File: config.mk
export PLATFORM = sky130hd
export DESIGN_NAME = pc_sequencer
export DESIGN_NICKNAME = d
export VERILOG_FILES = /design/src/rtl/pc_sequencer.sv
export SDC_FILE = /design/constraint.sdc
export NUM_CORES = 1
export LEC_CHECK = 0
export BUFFER_PORTS_ARGS = -buffer_cell sky130_fd_sc_hd__buf_2
export CAP_MARGIN = 5
export CORE_MARGIN = 1.5
export CORE_UTILIZATION = 30
export DETAILED_ROUTE_END_ITERATION = 10
export GPL_ROUTABILITY_DRIVEN = 0
export PLACE_DENSITY = 0.53
export SLEW_MARGIN = 20
export SYNTH_ARGS = -nofsm -noshare
export SYNTH_HDL_FRONTEND = slang
export SYNTH_SLANG_ARGS = --single-unit
File: constraint.sdc
create_clock -name CLK -period 4.4 [get_ports CLK]
set_input_delay 1.1 -clock CLK [delete_from_list [all_inputs] [get_ports CLK]]
set_output_delay 1.1 -clock CLK [all_outputs]
set_load 0.01 [all_outputs]
File: src/rtl/pc_sequencer.sv
// pc_sequencer: next-fetch-address unit with circular return-address stack and RUN/HALTED control.
// A full stack overwrites its oldest entry on CALL; an empty stack redirects RET to TRAP_PC.
module pc_sequencer #(
    parameter int                ADDR_W    = 32,
    parameter int                STEP      = 4,
    parameter logic [ADDR_W-1:0] RESET_PC  = {ADDR_W{1'b1}} << 2,
    parameter logic [ADDR_W-1:0] TRAP_PC   = 'h100,
    parameter int                RAS_DEPTH = 4
) (
    input  logic              CLK,
    input  logic              RESET,
    input  logic              BUSYWAIT,
    input  logic              HALT,
    input  logic              TRAP,
    input  logic              BRANCH_TAKEN,
    input  logic              JUMP,
    input  logic              CALL,
    input  logic              RET,
    input  logic [ADDR_W-1:0] TARGET,
    output logic [ADDR_W-1:0] PC,
    output logic [ADDR_W-1:0] PC_NEXT_SEQ,
    output logic              HALTED,
    output logic              RAS_EMPTY,
    output logic              RAS_FULL,
    output logic              RAS_ERR
);
    localparam int PW = $clog2(RAS_DEPTH);

    typedef enum logic {RUN, HALT_ST} state_t;

    state_t            state_q, state_d;
    logic [ADDR_W-1:0] pc_q, pc_d;
    logic [ADDR_W-1:0] ras_q [RAS_DEPTH];
    logic [PW-1:0]     sp_q, sp_d;
    logic [PW:0]       cnt_q, cnt_d;
    logic              err_q, err_d;
    logic              push;

    assign PC          = pc_q;
    assign PC_NEXT_SEQ = pc_q + ADDR_W'(STEP);
    assign HALTED      = state_q == HALT_ST;
    assign RAS_EMPTY   = cnt_q == '0;
    assign RAS_FULL    = cnt_q == (PW+1)'(RAS_DEPTH);
    assign RAS_ERR     = err_q;

    // sp_q is the next write slot; when full it already points at the oldest entry
    always_comb begin
        state_d = state_q;
        pc_d    = pc_q;
        sp_d    = sp_q;
        cnt_d   = cnt_q;
        err_d   = err_q;
        push    = 1'b0;
        if (state_q == RUN && !BUSYWAIT) begin
            if (HALT) state_d = HALT_ST;
            else if (TRAP) pc_d = TRAP_PC;
            else if (RET) begin
                if (RAS_EMPTY) begin
                    pc_d  = TRAP_PC;
                    err_d = 1'b1;
                end else begin
                    pc_d  = ras_q[sp_q - 1'b1];
                    sp_d  = sp_q - 1'b1;
                    cnt_d = cnt_q - 1'b1;
                end
            end else if (CALL) begin
                push  = 1'b1;
                pc_d  = TARGET;
                sp_d  = sp_q + 1'b1;
                cnt_d = RAS_FULL ? cnt_q : cnt_q + 1'b1;
                err_d = err_q | RAS_FULL;
            end else if (JUMP || BRANCH_TAKEN) pc_d = TARGET;
            else pc_d = PC_NEXT_SEQ;
        end
    end

    always_ff @(posedge CLK or posedge RESET) begin
        if (RESET) begin
            state_q <= RUN;
            pc_q    <= RESET_PC;
            sp_q    <= '0;
            cnt_q   <= '0;
            err_q   <= 1'b0;
        end else begin
            state_q <= state_d;
            pc_q    <= pc_d;
            sp_q    <= sp_d;
            cnt_q   <= cnt_d;
            err_q   <= err_d;
        end
    end

    always_ff @(posedge CLK) begin
        if (push) ras_q[sp_q] <= PC_NEXT_SEQ;
    end
endmodule

* After elaboration in Yosys (flattened, before gate mapping)
Memory sizes are Yosys's and may differ from the RTL's.
Index checks and enable logic that the tools add are counted.
** Storage, ports and cells
- RAM bits :: 128
- Bits in registers :: 39
- Output and inout bits :: 68
- Logic and storage cells :: 51
- Memories :: 1
- Bits of input ports :: 41
** Memories
- ras_q :: depth 4, width 32, read ports 1, clocked after memory_dff 0, wr ports 1, line 33 : logic [ADDR_W-1:0] ras_q [RAS_DEPTH];
** Cells by class
- Reduce and logical (&&, ||, !) cells :: 10
- Equality and inequality tests :: 4
- Add/sub/neg operators :: 5
- Muxes and demuxes :: 22
- Bitwise gates (word level) :: 4
** Operators with widths (number)
- 32-bit 2-to-1 mux :: 5
- 32-bit by 3-bit adder with 32-bit output (second input constant) :: 1
- 3-bit 2-to-1 mux :: 4
- 1-bit 2-to-1 mux :: 10
- 5-bit AND reduction :: 2
- 2-bit 2-to-1 mux :: 3
- 6-bit AND reduction :: 1
- 2-bit inequality test (second input constant) :: 2
- 2-bit AND reduction :: 2
- 3-bit by 1-bit adder with 3-bit output (second input constant) :: 1
- 3-bit == test (second input constant) :: 1
- 3-bit logical NOT :: 1
- 1-bit inverter :: 3
- 3-bit by 1-bit subtractor with 3-bit output (second input constant) :: 1
- 2-bit by 1-bit adder with 2-bit output (second input constant) :: 1
- 2-bit by 1-bit inequality test with 1-bit output (second input constant) :: 1
- 2-bit nonzero test :: 1
- 2-bit by 1-bit subtractor with 2-bit output (second input constant) :: 1
- 1-bit logical AND :: 1
- 1-bit logical NOT :: 1
- 1-bit logical OR :: 1
- 1-bit OR :: 1

* Longest topological paths before layout
Gate-level depths: netlist of run 1.
- Depth after elaboration :: 7
- Gate-level depth with buffers :: 12
- Mapped depth without buffers :: 7

* Least setup slack after synthesis of run 1
OpenSTA, ideal clock, no wires.
- Path kind :: in2reg
- Start :: in BUSYWAIT
- End :: mem ras_q[0][0] (enable)
- Slack :: 0.964 ns
- Data required time :: 4.008 ns
- Setup time :: 0.392 ns
- Arrival :: 3.043 ns
- Cell stages on the path :: 4
- Buffers on the path :: 1
- Cell sequence :: or3_1 -> nor3_1 -> clkbuf_1 -> and3_1
** On the way
- Word-level cells in the longest chain between the ends :: 5
** RTL lines
- start: declaration :: line 12 : input logic BUSYWAIT,
- 1-bit logical NOT :: line 54 : if (state_q == RUN && !BUSYWAIT) begin
- 1-bit logical AND :: line 54
- 1-bit 2-to-1 mux :: line 54
- 1-bit 2-to-1 mux :: line 94 : if (push) ras_q[sp_q] <= PC_NEXT_SEQ;
- 1-bit 2-to-1 mux (not written as such) :: line 94
- end: declaration :: line 33
No other way between the ends.

* Worst setup path in the final report of run 1
- Start :: reg pc_q[9] (netlist: PC[9])
- End :: out PC_NEXT_SEQ[31]
** On the way
- Word-level cells in the longest chain between the ends :: 1
** RTL lines
- start: declaration :: line 32 : logic [ADDR_W-1:0] pc_q, pc_d;
- start signal: assignment :: line 86 : pc_q <= pc_d;
- 32-bit by 3-bit adder with 32-bit output :: line 40 : assign PC_NEXT_SEQ = pc_q + ADDR_W'(STEP);
- end: declaration :: line 21 : output logic [ADDR_W-1:0] PC_NEXT_SEQ,
No other way between the ends.

==> flow_metrics.env, run 1 <==
export IMPL_status="complete, no violations"
export IMPL_core_um2=24500
export IMPL_root_buffer="clkbuf_16"
export IMPL_cpPeakStageDelay_ps=640
export IMPL_tightest_slew_ps=775
export IMPL_maxCapViolCount=0
export IMPL_io_pins=109
export IMPL_synthArstFlopShare_pct=23.4
export IMPL_crit_fanout=8
export IMPL_wl_per_cell_um=21.7
export IMPL_synth_area_leader_cell="edfxtp_1"
export IMPL_die_h_um=162
export IMPL_num_vias=5083
export IMPL_holdBufCountCts=0
export IMPL_drt_initial_drc_count=352
export IMPL_grt_usage_pct=17.0
export IMPL_grt_pass1_vias=5269
export IMPL_setup_tns_ps=0
export IMPL_clk_pin_slew_worst_paths_ps=70
export IMPL_synth_top_area_share_pct=50.8
export IMPL_final_cell_mix="edfxtp_1 (128), buf_2 (108), nand2_1 (38), nor2_1 (34), mux4_2 (32)"
export IMPL_antenna_found_initial=0
export IMPL_viasPerCell=5.17
export IMPL_cp_slowest_cell="or4_1"
export IMPL_dp_cells=951
export IMPL_layout_commonest_cell="edfxtp_1"
export IMPL_start_util_pct=30.8
export IMPL_seq_area_um2=4860
export IMPL_netlist_top_cells_area="edfxtp_1 (51%), dfstp_2 (10%), mux4_2 (9.5%), dfrtp_1 (3.0%), xnor2_1 (2.3%)"
export IMPL_startpoint_type="flop"
export IMPL_slew_violations=0
export IMPL_cts_tree="done"
export IMPL_cts_made_buffers=17
export IMPL_syn_area_um2=7560
export IMPL_cts_sinks=167
export IMPL_rows=57
export IMPL_port_buffers=108
export IMPL_syn_nets=579
export IMPL_period_needed_ps=4010
export IMPL_clock_skew_ps=13.1
export IMPL_path_cells="nand4_2 -> or4_1 -> nor4_1 -> xor2_1 -> buf_2"
export IMPL_hold_path_class="flop to flop"
export IMPL_synth_edf_count=128
export IMPL_max_freq_mhz=249
export IMPL_layout_drive_gt1_share_pct=35.8
export IMPL_crit_required_ps=3300
export IMPL_synth_main_ff_cell="edfxtp_1"
export IMPL_die_w_um=162
export IMPL_clkLatencyLatePin_ps=430
export IMPL_avgSynthCellArea_um2=14.2
export IMPL_cts_htree_levels=4
export IMPL_clock_path_buffers=2
export IMPL_multi_input_area_um2=2540
export IMPL_relSlewSlack_pct=47.9
export IMPL_yosysSeqAreaShare_pct=64.3
export IMPL_ys_types=53
export IMPL_hpwl_mm=14.6
export IMPL_nNetsFinal=693
export IMPL_dr_pass1_iters=5
export IMPL_n_antenna_cell=0
export IMPL_grt_pass1_wl_mm=32.8
export IMPL_crit_type="flop to primary output"
export IMPL_finalSetupViolCount=0
export IMPL_drc=0
export IMPL_overflow=0
export IMPL_crit_path_end_kind="primary output"
export IMPL_synthCells=532
export IMPL_crit_arrival_ps=2910
export IMPL_num_fill_cells=2404
export IMPL_rsz0062_at_grt="no"
export IMPL_yosysWarnings=0
export IMPL_synth_seq_cells=167
export IMPL_grt_max_degree=40
export IMPL_cts_resized=0
export IMPL_max_vdd_ir_drop_mv=0.241
export IMPL_postCtsSetupRepairBufs=0
export IMPL_leakage_nw=3.43
export IMPL_finalNonFillerCells=983
export IMPL_area_growth_pct=21.4
export IMPL_finalHoldViolCount=0
export IMPL_antenna_left=0
export IMPL_finalCritPeriodShare_pct=91.1
export IMPL_power_density_nw_per_um2=469
export IMPL_die_area_um2=26200
export IMPL_wirelength_mm=21.4
[worst max-delay path, delay by kind of cell (launching register included)]
family / cells / cell delay [ps]
xor gates and xnor gates: 1 / 330
buffers and inverters: 1 / 210
DFF: 1 / 610
and+or+nand+nor: 3 / 1330
[Yosys cell counts (3+ instances only)]
master	number
a21o_1	4
a21oi_1	20
a221o_1	7
a22oi_1	3
a31o_2	11
a31oi_1	6
and3_1	14
and4_1	5
buf_1	5
buf_2	5
clkbuf_1	20
dfrtp_1	9
dfstp_2	30
edfxtp_1	128
ha_1	5
inv_1	12
mux2i_1	5
mux4_2	32
nand2_1	38
nand3_1	24
nand4_1	9
nor2_1	34
nor3_1	11
o21ai_0	19
o22ai_1	11
or3_1	4
xnor2_1	20
xor2_1	8
[metal layers]
layer  track usage, %  up-vias  wire (µm)
li1                 -     2299          -
met4             5.92        0        439
met5                0        -          0
met2             26.7      169      10300
met3             4.44       31       1330
met1             22.7     2584       9310
[sequential cells by signal (all words and copies together) (netlist names)]
name / flops
sp_q: 2
PC: 32
RAS_ERR: 1
cnt_q: 3
HALTED: 1
ras_q: 128
[power by group]
| part | switching, mW | internal, mW | leakage (nW) |
|---|---|---|---|
| clock | 0.601 | 1.02 | 0.309 |
| combinational | 0.424 | 0.304 | 1.54 |
| sequential | 0.107 | 1.85 | 1.59 |
[area by class of cell]
class                      count  area share (%)
sequential                   167            52.9
inverter                      12           0.491
timing repair buffer         128            7.52
clock buffer                  24            5.38
multi-input combinational    320            27.7
clock inverter                 8            1.59
tap                          324            4.42
[stage by stage]
step	area [µm²]	utilization (%)	hold WS [ps]	power, mW	setup slack (ps)
floorplan	7560	-	502	2.42	964
global placement	8540	34.8	465	2.71	870
detailed placement	8540	34.8	451	2.73	833
CTS	9180	37.4	474	4.36	345
global route	9180	37.4	493	4.48	111
finish	9180	37.4	479	4.31	391
[final timing paths]
kind,from,end,slack [ps],depth (start not counted)
min,RAS_ERR,RAS_ERR,480,1
max reg2reg,sp_q[1],PC[19],1790,7
max in group asynchronous,RESET,PC[26],3180,3
max,PC[9],PC_NEXT_SEQ[31],390,5
min reg2reg,RAS_ERR,RAS_ERR,480,1
min in group asynchronous,RESET,PC[0],800,3
[kinds of logic (layout without fill, tap and decap cells)]
group / Yosys count / in the layout / share of synthesized area (%)
multiplexers: 37 / 37 / 10.2
buffers and inverters: 45 / 172 / 2.43
XOR/XNOR: 29 / 29 / 3.46
AO/OA/AOI/OAI: 95 / 95 / 8.46
flip-flops: 167 / 167 / 64.3
adder cells (fa/ha/maj): 6 / 6 / 1.09
AND/OR/NAND/NOR: 153 / 153 / 10.1
Note: power is estimated with default switching activity, not from simulation.
==> run 2: changes to the inputs <==
--- a/config.mk
+++ b/config.mk
@@ -11,6 +11,7 @@
 export CORE_UTILIZATION = 30
 export DETAILED_ROUTE_END_ITERATION = 10
 export GPL_ROUTABILITY_DRIVEN = 0
+export GPL_TIMING_DRIVEN = 0
 export PLACE_DENSITY = 0.53
 export SLEW_MARGIN = 20
 export SYNTH_ARGS = -nofsm -noshare
==> constraint.sdc (replaced) <==
create_clock -name CLK -period 4.2 [get_ports CLK]
set_input_delay 1.05 -clock CLK [delete_from_list [all_inputs] [get_ports CLK]]
set_output_delay 1.05 -clock CLK [all_outputs]
set_load 0.01 [all_outputs]
==> run 2 against run 1 <==
Final area grew 1.0%. Combinational power rose by 8.9%. Non-clock buffer count is 21 higher. Worst setup slack worse by 250 ps. Sequential share of layout area down 0.54 points. Clock-buffer cell count shrank 1. Routed wire length increased by 4.6%. Sequential cell count is the same. Via count increased by 3.7%. Largest cell class unchanged. Largest power group unchanged.
==> flow_metrics.env, run 2 (synthesized netlist as in run 1, its figures left out) <==
export IMPL_status="complete, no violations"
export IMPL_grt_pass1_wl_mm=33.5
export IMPL_comb_power_share_pct=18.3
export IMPL_area_growth_pct=22.6
export IMPL_crit_arrival_ps=3010
export IMPL_start_util_pct=30.8
export IMPL_top_register="ras_q"
export IMPL_leakage_nw=3.43
export IMPL_grt_max_degree=31
export IMPL_relSlewSlack_pct=21.9
export IMPL_final_cell_area_um2=9270
export IMPL_die_area_um2=26200
export IMPL_r2r_cells=12
export IMPL_finalCritPeriodShare_pct=96.7
export IMPL_cts_tree="done"
export IMPL_place_ws_ps=-579
export IMPL_grt_usage_pct=17.5
export IMPL_hpwl_mm=15.9
export IMPL_port_buffers=107
export IMPL_cts_sinks=167
export IMPL_overflow=0
export IMPL_reg2reg_setup_slack_ps=310
export IMPL_max_freq_mhz=246
export IMPL_dp_cells=969
export IMPL_switchingPower_mw=1.19
export IMPL_grt_pass1_vias=5327
export IMPL_io_pins=109
export IMPL_finalSetupViolCount=0
export IMPL_critPathLaunch="PC[9]"
export IMPL_cts_htree_levels=4
export IMPL_wl_per_cell_um=22.3
export IMPL_power_density_nw_per_um2=468
export IMPL_startpoint_type="flop"
export IMPL_viasPerCell=5.25
export IMPL_num_vias=5270
export IMPL_period_needed_ps=4060
export IMPL_core_um2=24500
export IMPL_wirelength_mm=22.3
export IMPL_layout_drive_gt1_share_pct=35.6
export IMPL_n_antenna_cell=0
export IMPL_power_frac_seq_pct=47.4
export IMPL_final_cell_mix="edfxtp_1 (128), buf_2 (112), nand2_1 (38), nor2_1 (33), mux4_2 (32)"
export IMPL_clkLatencyLatePin_ps=430
export IMPL_hold_path_class="flop to flop"
export IMPL_clk_pin_slew_worst_paths_ps=60
export IMPL_cts_made_buffers=17
export IMPL_drt_initial_drc_count=445
export IMPL_crit_path_end_kind="primary output"
export IMPL_num_fill_cells=2414
export IMPL_crit_required_ps=3150
export IMPL_layout_setup_ws_ps=139
export IMPL_dr_pass1_iters=5
export IMPL_clock_path_buffers=2
export IMPL_finalHoldViolCount=0
export IMPL_clock_skew_ps=10.8
export IMPL_finalNonFillerCells=1004
export IMPL_nNetsFinal=714
export IMPL_die_h_um=162
export IMPL_max_vdd_ir_drop_mv=0.205
export IMPL_intPower_mw=3.15
export IMPL_drc=0
export IMPL_holdBufCountCts=0
export IMPL_layout_commonest_cell="edfxtp_1"
export IMPL_crit_type="flop to primary output"
export IMPL_placed_area_um2=8620
export IMPL_tightest_slew_ps=1160
export IMPL_crit_end="PC_NEXT_SEQ[26]"
export IMPL_slew_violations=0
export IMPL_crit_fanout=7
export IMPL_root_buffer="clkbuf_16"
export IMPL_antenna_found_initial=0
export IMPL_die_w_um=162
export IMPL_rr_endpoint="PC[2]"
export IMPL_largest_reg_flops=128
export IMPL_swShare_pct=27.4
export IMPL_rsz0062_at_grt="no"
export IMPL_maxCapViolCount=0
export IMPL_rows=57
export IMPL_clkPwrFrac_pct=34.4
export IMPL_r2r_start="sp_q[0]"
export IMPL_antenna_left=0
==> run 2: changes by cell type in the layout (fill, tap and decap cells not counted), moves of 3 or more <==
cell	change
clkbuf_1	+19
buf_4	-14
buf_12	+5
and3_1	-4
and3_2	+4
buf_1	+4
buf_2	+4
clkinvlp_4	+3
==> run 2: per-stage QoR <==
step	hold WS, ps	setup TNS [ps]	power [mW]	util [%]
2_1_floorplan	502	0	2.54	-
3_3_place_gp	450	-108670	2.85	34.6
3_5_place_dp	476	-8720	2.87	35.2
4_1_cts	494	0	4.36	37.5
5_1_grt	511	0	4.52	37.8
6_report	503	0	4.34	37.8
==> run 2: worst max-delay path: stages, from the launching register on <==
cell      delay, ps
dfstp_2         550
clkbuf_2        200
nand4_4         170
or4_1           530
buf_2           180
or4_4           560
xnor2_4         230
buf_2           170
==> run 2: worst min-delay path by stage <==
stage	startpoint	to	slack (ps)	cells after the start
floorplan	PC[29]	PC[29]	500	2
global placement	RAS_ERR	RAS_ERR	450	1
detailed placement	RAS_ERR	RAS_ERR	480	1
CTS	RAS_ERR	RAS_ERR	490	1
global route	RAS_ERR	RAS_ERR	510	1
finish	HALTED	HALTED	500	1
==> run 2: timing repair <==
item / 4_1_cts / 5_1_grt
gates resized for setup: 7 / 8
gates cloned: 0 / 0
setup endpoints to repair: 24 / 23
pin swaps: 0 / 1
setup buffers: 0 / 3
==> run 2: final cells by class <==
cell class / instances / area [µm²] / share of cell area, %
plain buffers: 33 / 148 / 1.59
multi-input cells: 320 / 2600 / 28.0
flip-flops and latches: 167 / 4860 / 52.4
inverters: 12 / 45.0 / 0.486
clock buffers: 23 / 448 / 4.83
repair buffers: 116 / 666 / 7.18
well taps: 324 / 405 / 4.37
clock inverters: 9 / 105 / 1.13
==> run 2: power by group through the flow <==
stage | clock (mW) | combinational, mW | sequential (mW)
after floorplan | 0 | 0.465 | 2.07
after global placement | 0 | 0.770 | 2.08
after detailed placement | 0 | 0.789 | 2.08
after CTS | 1.52 | 0.794 | 2.05
after global routing | 1.58 | 0.867 | 2.07
final | 1.49 | 0.793 | 2.06
==> run 2: routing by layer <==
metal / up-vias / global-route usage (%) / part of all wire (%)
met5: - / 0 / 0
li1: 2337 / - / -
met1: 2688 / 22.8 / 43
met3: 32 / 3.96 / 6.7
met2: 213 / 29.2 / 49
met4: 0 / 5.25 / 1.9
==> run 3: changes to the inputs <==
--- a/config.mk
+++ b/config.mk
@@ -9,11 +9,11 @@
 export CAP_MARGIN = 5
 export CORE_MARGIN = 1.5
 export CORE_UTILIZATION = 30
+export CTS_BUF_LIST = sky130_fd_sc_hd__clkbuf_4
 export DETAILED_ROUTE_END_ITERATION = 10
 export GPL_ROUTABILITY_DRIVEN = 0
 export GPL_TIMING_DRIVEN = 0
 export PLACE_DENSITY = 0.53
-export SLEW_MARGIN = 20
 export SYNTH_ARGS = -nofsm -noshare
 export SYNTH_HDL_FRONTEND = slang
 export SYNTH_SLANG_ARGS = --single-unit
==> run 3 against run 2 <==
Routed wire length grew 0.13%. Clock power shrank 33%. Cell count grew 0.30%. First-iteration DRC count shrank 5.8%. Critical path depth shrank 1. Final area shrank 2.4%. Hold slack lost 130 ps. Sequential cell count is the same. Maximum frequency grew 0.24%. Die area is the same. Critical endpoint unchanged. Largest power group unchanged.
==> flow_metrics.env, run 3 (synthesized netlist as in run 1, its figures left out) <==
export IMPL_leakage_nw=3.36
export IMPL_grt_usage_pct=17.5
export IMPL_startpoint_type="flop"
export IMPL_cpPeakStageDelay_ps=660
export IMPL_cts_sinks=167
export IMPL_intPower_mw=2.74
export IMPL_crit_path_end_kind="primary output"
export IMPL_finalNonFillerCells=1007
export IMPL_critPathTopFamily="simple AND/OR/NAND/NOR gates"
export IMPL_crit_type="flop to primary output"
export IMPL_cp_slowest_cell="dfstp_2"
export IMPL_clock_path_buffers=2
export IMPL_dp_cells=968
export IMPL_layout_commonest_cell="edfxtp_1"
export IMPL_die_area_um2=26200
export IMPL_power_mw=3.85
export IMPL_viasPerCell=5.14
export IMPL_hold_path_class="input pin to async pin"
export IMPL_max_freq_mhz=247
export IMPL_placed_area_um2=8610
export IMPL_start_util_pct=30.8
export IMPL_antenna_found_initial=1
export IMPL_grt_max_degree=32
export IMPL_layout_drive_gt1_share_pct=37.1
export IMPL_antenna_left=0
export IMPL_seq_area_um2=4860
export IMPL_period_needed_ps=4050
export IMPL_final_util_pct=36.9
export IMPL_hpwl_mm=15.7
export IMPL_clkLatencyLatePin_ps=560
export IMPL_critPathBufInv=2
export IMPL_multi_input_area_um2=2610
export IMPL_rsz0062_at_grt="no"
export IMPL_grt_pass1_wl_mm=33.1
export IMPL_finalCritPeriodShare_pct=96.5
export IMPL_comb_power_share_pct=20.9
export IMPL_swShare_pct=29.0
export IMPL_tightest_slew_ps=1040
export IMPL_clk_pin_slew_worst_paths_ps=140
export IMPL_holdBufCountCts=0
export IMPL_crit_fanout=8
export IMPL_cts_htree_levels=4
export IMPL_die_h_um=162
export IMPL_clkPwrFrac_pct=25.7
export IMPL_clock_skew_ps=22.1
export IMPL_crit_required_ps=3150
export IMPL_cts_made_buffers=17
export IMPL_wl_per_cell_um=22.2
export IMPL_overflow=0
export IMPL_path_common_cell="buf_2"
export IMPL_final_cell_mix="edfxtp_1 (128), buf_2 (111), nand2_1 (37), mux4_2 (32), nor2_1 (32)"
export IMPL_path_cells="nand4_4 -> or4_1 -> buf_2 -> or4_4 -> xnor2_4 -> buf_2"
export IMPL_relSlewSlack_pct=30.1
export IMPL_nNetsFinal=716
export IMPL_finalHoldViolCount=0
export IMPL_rows=57
export IMPL_top_register="ras_q"
export IMPL_drc=0
export IMPL_grt_pass1_vias=5337
export IMPL_cts_tree="done"
export IMPL_die_w_um=162
export IMPL_dr_pass1_iters=5
export IMPL_max_vdd_ir_drop_mv=0.151
export IMPL_num_fill_cells=2419
export IMPL_status="complete, no violations"
export IMPL_largest_reg_flops=128
export IMPL_final_cell_area_um2=9050
export IMPL_root_buffer="clkbuf_4"
export IMPL_maxCapViolCount=0
export IMPL_switchingPower_mw=1.12
export IMPL_port_buffers=107
export IMPL_finalSetupViolCount=0
export IMPL_core_um2=24500
export IMPL_crit_arrival_ps=3000
export IMPL_io_pins=109
export IMPL_area_growth_pct=19.7
export IMPL_power_frac_seq_pct=53.4
export IMPL_drt_initial_drc_count=419
export IMPL_wirelength_mm=22.4
export IMPL_num_vias=5176
export IMPL_slew_violations=0
export IMPL_power_density_nw_per_um2=426
-- run 3: worst paths after layout --
check	start	end	slack, ps	cells after the start
hold / removal	RESET	cnt_q[0]	370	2
setup / recovery	PC[9]	PC_NEXT_SEQ[26]	150	6
setup reg to reg	sp_q[0]	PC[2]	340	12
min in group CLK	RAS_ERR	RAS_ERR	510	1
max in group asynchronous	RESET	PC[21]	3270	3
hold reg to reg	RAS_ERR	RAS_ERR	510	1
-- run 3: power groups by stage --
stage / registers [mW] / logic (mW) / clock network (mW)
after floorplan: 2.07 / 0.465 / 0
after global placement: 2.08 / 0.770 / 0
after detailed placement: 2.08 / 0.789 / 0
after CTS: 2.06 / 0.794 / 1.02
after global routing: 2.07 / 0.879 / 1.08
final: 2.06 / 0.806 / 0.992
-- run 3: repair_timing --
action,in CTS,in global routing
setup buffers,2,6
endpoints found under the setup margin,32,13
resized for setup,12,5
pin swaps,2,5
-- run 3: metrics by stage --
step           setup TNS (ps)  worst slack (ps)  hold slack [ps]
2_1_floorplan               0               814              502
6_report                    0               149              373
4_1_cts                     0              30.1              334
5_1_grt                     0              1.56              336
3_5_place_dp            -7900              -519              475
3_3_place_gp          -108670              -826              450
-- run 3: cell type report --
class | instances | area share (%)
Antenna cell | 1 | 0.0276
Buffer | 31 | 1.53
Clock buffer | 23 | 1.91
Clock inverter | 9 | 1.42
Inverter | 12 | 0.498
Multi-Input combinational cell | 320 | 28.8
Sequential cell | 167 | 53.7
Tap cell | 324 | 4.48
Timing Repair Buffer | 120 | 7.69
-- run 3: metal layers --
layer,vias up,track usage [%],routed length (µm)
li1,2346,-,-
met1,2623,22.1,9620
met2,174,29.3,11000
met3,33,4.57,1360
met4,0,5.50,417
met5,-,0,0
-- run 3: worst reg2reg max path, delay by kind of cell, from the launching register on --
family / cells / cell delay (ps)
buffers and inverters: 7 / 2280
DFF: 1 / 440
muxes: 1 / 360
adders and majority gates: 1 / 330
AOI/OAI and AO/OA: 2 / 300
and+or+nand+nor: 1 / 70
